`src/rtl/clk_reset_gen_if.sv`:
```
// Signal bundle between the clock/reset generator and the system it drives.
// The master side is the generator; the slave side is the CPU/peripheral side.
interface clk_reset_gen_if;
  logic resetn_in;
  logic clock_stop;
  logic phi1;
  logic phi2;
  logic clk_out;
  logic reset_out;
  logic stopped;

  modport master (
    input  resetn_in, clock_stop,
    output phi1, phi2, clk_out, reset_out, stopped
  );

  modport slave (
    output resetn_in, clock_stop,
    input  phi1, phi2, clk_out, reset_out, stopped
  );
endinterface

```
`src/rtl/clk_reset_gen.sv`:
```
// Two-phase non-overlapping clock generator with synchronised, stretched system
// reset and a clean clock-stop mode, all clocked from the x1 oscillator.
module clk_reset_gen #(
  parameter int PERIOD      = 2,
  parameter int GAP         = 0,
  parameter int SYNC_STAGES = 2,
  parameter int RESET_HOLD  = 3
) (
  input  logic             x1,
  input  logic             reset,
  clk_reset_gen_if.master  bus
);

  localparam int CW = (PERIOD > 1) ? $clog2(PERIOD) : 1;
  localparam int HW = (RESET_HOLD > 0) ? $clog2(RESET_HOLD + 1) : 1;

  localparam logic [CW-1:0] LAST = CW'(PERIOD - 1);
  // Decode thresholds carry one extra bit so PERIOD itself is representable.
  localparam logic [CW:0]   P1_END = (CW+1)'(PERIOD / 2 - GAP);
  localparam logic [CW:0]   HALF   = (CW+1)'(PERIOD / 2);
  localparam logic [CW:0]   P2_END = (CW+1)'(PERIOD - GAP);

  typedef enum logic [1:0] {ST_ASSERT, ST_HOLD, ST_RUN} state_t;

  state_t                 state, state_n;
  logic [HW-1:0]          hold_cnt, hold_n;
  logic                   reset_nxt;
  logic [CW-1:0]          cnt, cnt_n;
  logic [CW:0]            cnt_w;
  logic [SYNC_STAGES-1:0] sync_q;
  logic                   s, wrap, freeze, boundary;

  // resetn_in synchroniser; a single low cycle still propagates through
  always_ff @(posedge x1 or posedge reset) begin
    if (reset) sync_q <= '0;
    else       sync_q <= {sync_q[SYNC_STAGES-2:0], bus.resetn_in};
  end

  assign s = sync_q[SYNC_STAGES-1];

  always_comb begin
    wrap     = (cnt == LAST);
    freeze   = (state == ST_RUN) && wrap && bus.clock_stop && s;
    boundary = wrap && !freeze;
    cnt_n    = freeze ? cnt : (wrap ? '0 : cnt + CW'(1));
    cnt_w    = {1'b0, cnt_n};
  end

  always_ff @(posedge x1 or posedge reset) begin
    if (reset) begin
      cnt         <= LAST;
      bus.phi1    <= 1'b0;
      bus.phi2    <= 1'b0;
      bus.clk_out <= 1'b0;
      bus.stopped <= 1'b0;
    end else begin
      cnt         <= cnt_n;
      bus.phi1    <= !freeze && (cnt_w < P1_END);
      bus.phi2    <= !freeze && (cnt_w >= HALF) && (cnt_w < P2_END);
      bus.clk_out <= !freeze && (cnt_w >= HALF);
      bus.stopped <= freeze;
    end
  end

  // Reset sequencer: state register
  always_ff @(posedge x1 or posedge reset) begin
    if (reset) begin
      state         <= ST_ASSERT;
      hold_cnt      <= '0;
      bus.reset_out <= 1'b1;
    end else begin
      state         <= state_n;
      hold_cnt      <= hold_n;
      bus.reset_out <= reset_nxt;
    end
  end

  // Reset sequencer: next state; a low synchroniser output wins over any boundary
  always_comb begin
    state_n = state;
    case (state)
      ST_ASSERT: if (boundary && s) state_n = ST_HOLD;
      ST_HOLD: begin
        if (!s)                                   state_n = ST_ASSERT;
        else if (boundary && hold_cnt == HW'(1))  state_n = ST_RUN;
      end
      ST_RUN:    if (!s) state_n = ST_ASSERT;
      default:   state_n = ST_ASSERT;
    endcase
  end

  // Reset sequencer: outputs, registered so reset_out moves on the transition edge
  always_comb begin
    hold_n    = hold_cnt;
    reset_nxt = (state_n != ST_RUN);
    case (state)
      ST_ASSERT: if (state_n == ST_HOLD) hold_n = HW'(RESET_HOLD);
      ST_HOLD:   if (s && boundary)      hold_n = hold_cnt - HW'(1);
      default:   hold_n = hold_cnt;
    endcase
  end

endmodule

```
`src/flat_wrapper.sv`:
```
// flat-port wrapper written by rule: the top's interface ports become plain ports
module clk_reset_gen_flat 
#(
  parameter int PERIOD      = 2,
  parameter int GAP         = 0,
  parameter int SYNC_STAGES = 2,
  parameter int RESET_HOLD  = 3
)
  (x1, reset, bus_resetn_in, bus_clock_stop, bus_phi1, bus_phi2, bus_clk_out, bus_reset_out, bus_stopped);
  clk_reset_gen_if bus_i ();
  input  logic x1;
  input  logic reset;
  input wire logic [$bits(bus_i.resetn_in)-1:0] bus_resetn_in;
  input wire logic [$bits(bus_i.clock_stop)-1:0] bus_clock_stop;
  output wire logic [$bits(bus_i.phi1)-1:0] bus_phi1;
  output wire logic [$bits(bus_i.phi2)-1:0] bus_phi2;
  output wire logic [$bits(bus_i.clk_out)-1:0] bus_clk_out;
  output wire logic [$bits(bus_i.reset_out)-1:0] bus_reset_out;
  output wire logic [$bits(bus_i.stopped)-1:0] bus_stopped;
  assign bus_i.resetn_in = bus_resetn_in;
  assign bus_i.clock_stop = bus_clock_stop;
  assign bus_phi1 = bus_i.phi1;
  assign bus_phi2 = bus_i.phi2;
  assign bus_clk_out = bus_i.clk_out;
  assign bus_reset_out = bus_i.reset_out;
  assign bus_stopped = bus_i.stopped;
  clk_reset_gen #(.PERIOD(PERIOD), .GAP(GAP), .SYNC_STAGES(SYNC_STAGES), .RESET_HOLD(RESET_HOLD)) u_core (.x1(x1), .reset(reset), .bus(bus_i));
endmodule
```
`config.mk`:
```
export PLATFORM = sky130hd
export DESIGN_NAME = clk_reset_gen_flat
export DESIGN_NICKNAME = d
export VERILOG_FILES = /design/src/rtl/clk_reset_gen_if.sv /design/src/rtl/clk_reset_gen.sv /design/src/flat_wrapper.sv
export SDC_FILE = /design/constraint.sdc
export NUM_CORES = 1
export LEC_CHECK = 0
export BUFFER_PORTS_ARGS = -buffer_cell sky130_fd_sc_hd__buf_2
export CORE_MARGIN = 2
export CORE_UTILIZATION = 30
export DETAILED_ROUTE_END_ITERATION = 8
export GPL_TIMING_DRIVEN = 0
export PLACE_DENSITY = 0.61
export SETUP_SLACK_MARGIN = 0.4
export SLEW_MARGIN = 20
export SYNTH_ARGS = -nofsm -noshare
export SYNTH_HDL_FRONTEND = slang
export SYNTH_SLANG_ARGS = --single-unit
```
`constraint.sdc`:
```
create_clock -name x1 -period 2.05 [get_ports x1]
set_input_delay 0.3075 -clock x1 [delete_from_list [all_inputs] [get_ports x1]]
set_output_delay 0.3075 -clock x1 [all_outputs]
set_load 0.05 [all_outputs]
```
==> results_dict.tcl <==
set metrics [dict create \
    hold_violations 0 \
    cts_buffer_depth 2 \
    skew_ns 0.003400 \
    synth.area.top_cells "dfrtp_1, dfstp_2, ha_1, inv_1, mux2_4" \
    diodes 0 \
    status "finished clean" \
    grt_pass1_vias 280 \
    num-nets-final 56 \
    ys_seq_area_share_pct 59.84 \
    ys_seq_elements 11 \
    syn-instance-count 34 \
    nFillCells 170 \
    cellLeakagePower_nw 0.2894 \
    multi_input_area_um2 171.4 \
    cts_tree "done" \
    drtPass1Iterations 2 \
    hold_buffers 0 \
    initial_core_util_pct 31.55 \
    met3_length_um 50 \
    syn_area_um2 464.2 \
    die_h_um 43.34 \
    synthToLayoutAreaGrowth_pct 22.10 \
    synthArstFlopShare_pct 100.0 \
    synth_common_cells "dfrtp_1, ha_1, inv_1, dfstp_2" \
    tns_ns 0 \
    cts.sinks 11 \
    design_power_total_mw 0.4095 \
    drcViolationCount 0 \
    holdCritPathClass "input port to asynchronous set/reset pin" \
    pwr-share-clk_pct 36.2 \
    rsz0062_at_grt "no" \
    via_per_inst 4.556 \
    grt_max_degree 12 \
    timing.fmax_ghz 0.6576 \
    register_area_um2 279.0 \
    syn_avg_cell_area_um2 13.65 \
    root_buffer "clkbuf_4" \
    finalCritPeriodShare_pct 74.18 \
    worstSetupPathType "flop to flop" \
    synth_edf_count 0 \
    cp.arrival_ns 1.68 \
    dieArea_mm2 0.001878 \
    placed_area_um2 524.3 \
    ir_worst_vdd_uv 228.2 \
    yosysWarnings 0 \
    stdcell_area_um2 566.8 \
    htree_levels 1 \
    holdWs_ns 0.007520 \
    synth_top_area_share_pct 48.52 \
    synth_cell_type_count 19 \
    antenna_left 0 \
    design.core.area_mm2 0.001471 \
    vias 287 \
    met1Wirelength_um 294 \
    clock_latency_ns 0.27 \
    drt_iter0_drc 1 \
    power.density_mw_per_mm2 722.4 \
    gp_congestion 0.6604 \
    power.net_switching_mw 0.09490 \
    fp-row-count 14 \
    crit_path_start_kind "flop" \
    clkTransAtPathRegs_ns 0.07 \
    synth_fp_nets 42 \
    top_layer_used "met4" \
    setup_viol 0 \
    layout-drive-gt1-share_pct 42.55 \
    combPwrFrac_pct 6.9 \
    port_buffers 8 \
    worst_pin_slew_ns 0.3976 \
    rr_worst_depth 5 \
    grt_pass1_wl_um 1173 \
    critical_path_required_ns 2.20 \
    yosys.cell_count.top_type "dfrtp_1" \
    wl_met2_um 267 \
    io_pins 9 \
    grt_overflow 0 \
    internal-power_mw 0.3146 \
    wire_per_inst_um 10.08 \
    switching_share_pct 23.18 \
    antenna_found_initial 0 \
    ys.flop_type "dfrtp_1" \
    max-slew-margin-rel_pct 73.46 \
    synth_largest_area_cell "dfrtp_1" \
    fin_crit_ns 1.521 \
    worstPathMaxFanout 6 \
    cts_buffers 3 \
    seqPwrFrac_pct 56.9 \
    drv_cap 0 \
    worst_setup_path_end_kind "flop" \
    die_x_um 43.34 \
    totalWireLength_um 635 \
    grt.total_usage_pct 9.250 \
    slew_viol_final 0 \
]
==> kinds of logic after synthesis <==
logic type      share of synthesized area [%]
fa+ha+maj                               10.78
simple gates                            16.44
flops                                   59.84
compound gates                          2.695
mux                                     5.390
buf+inv                                 4.851
==> layout by cell type (no fill, tap or decap), types with 2 or more instances in the layout <==
master and count:
dfrtp_1 8, buf_4 2, clkbuf_4 3, inv_1 4, buf_2 8, dfstp_2 2
ha_1 3
==> flip-flops by register name, indices dropped and copies added (netlist names) <==
register              cells
u_core.hold_cnt           2
u_core.state              2
u_core.sync_q             2
u_core.bus.clk_out        1
u_core.bus.phi1           1
u_core.bus.reset_out      1
u_core.bus.stopped        1
u_core.cnt                1
==> repair_timing <==
action | 4_1_cts | 5_1_grt
buffers inserted | 0 | 1
endpoints found under the hold margin | 0 | 0
endpoints found under the setup margin | 0 | 5
resized for setup | 0 | 3
==> per-stage QoR <==
stage | utilization [%] | std cells | worst slack (ns)
2_1_floorplan | - | 34 | 0.5431
3_3_place_gp | 35.63 | 58 | 0.4409
3_5_place_dp | 35.63 | 58 | 0.4342
4_1_cts | 37.42 | 62 | 0.4143
5_1_grt | 38.52 | 63 | 0.4101
6_report | 38.52 | 63 | 0.5293
==> layer usage <==
layer,track usage (%),vias to the layer above
met5,0,-
met4,7.273,0
met3,5.000,4
met2,11.94,12
met1,11.32,131
li1,-,140
==> path summary, 6_finish.rpt <==
kind	end	slack (ns)	start
max in group asynchronous	u_core.bus.reset_out$_DFF_PP1_	1.72	reset
worst min-delay path	u_core.bus.phi1$_DFF_PP0_	0.008	reset
worst max register to register	u_core.hold_cnt[0]$_DFFE_PP0P_	0.53	u_core.state[0]$_DFF_PP0_
worst max-delay path	u_core.hold_cnt[0]$_DFFE_PP0P_	0.53	u_core.state[0]$_DFF_PP0_
min in group x1	u_core.sync_q[0]$_DFF_PP0_	0.14	bus_resetn_in
worst min register to register	u_core.sync_q[1]$_DFF_PP0_	0.36	u_core.sync_q[0]$_DFF_PP0_
==> power groups by stage <==
stage                     sequential (mW)  clock [mW]  combinational (mW)
after floorplan                     0.237           0              0.0193
after global placement              0.236           0              0.0275
after detailed placement            0.236           0              0.0290
after CTS                           0.232       0.151              0.0291
after global routing                0.234       0.162              0.0321
final                               0.233       0.148              0.0283
==> worst max-delay path: stages, from the launching register on <==
cell and delay (ns):
dfrtp_2 0.45, nor2b_4 0.15, nand4_1 0.16, ha_2 0.25, nand3b_2 0.10, mux2_4 0.30
==> cell type report <==
| type | count | share of cell area [%] |
|---|---|---|
| buffer | 1 | 1.325 |
| sequential | 11 | 49.23 |
| inverter | 4 | 2.649 |
| timing repair buffer | 9 | 8.389 |
| multi-input combinational | 18 | 30.24 |
| clock buffer | 4 | 4.636 |
| tap | 16 | 3.532 |
Note: power is estimated with default switching activity, not from simulation.
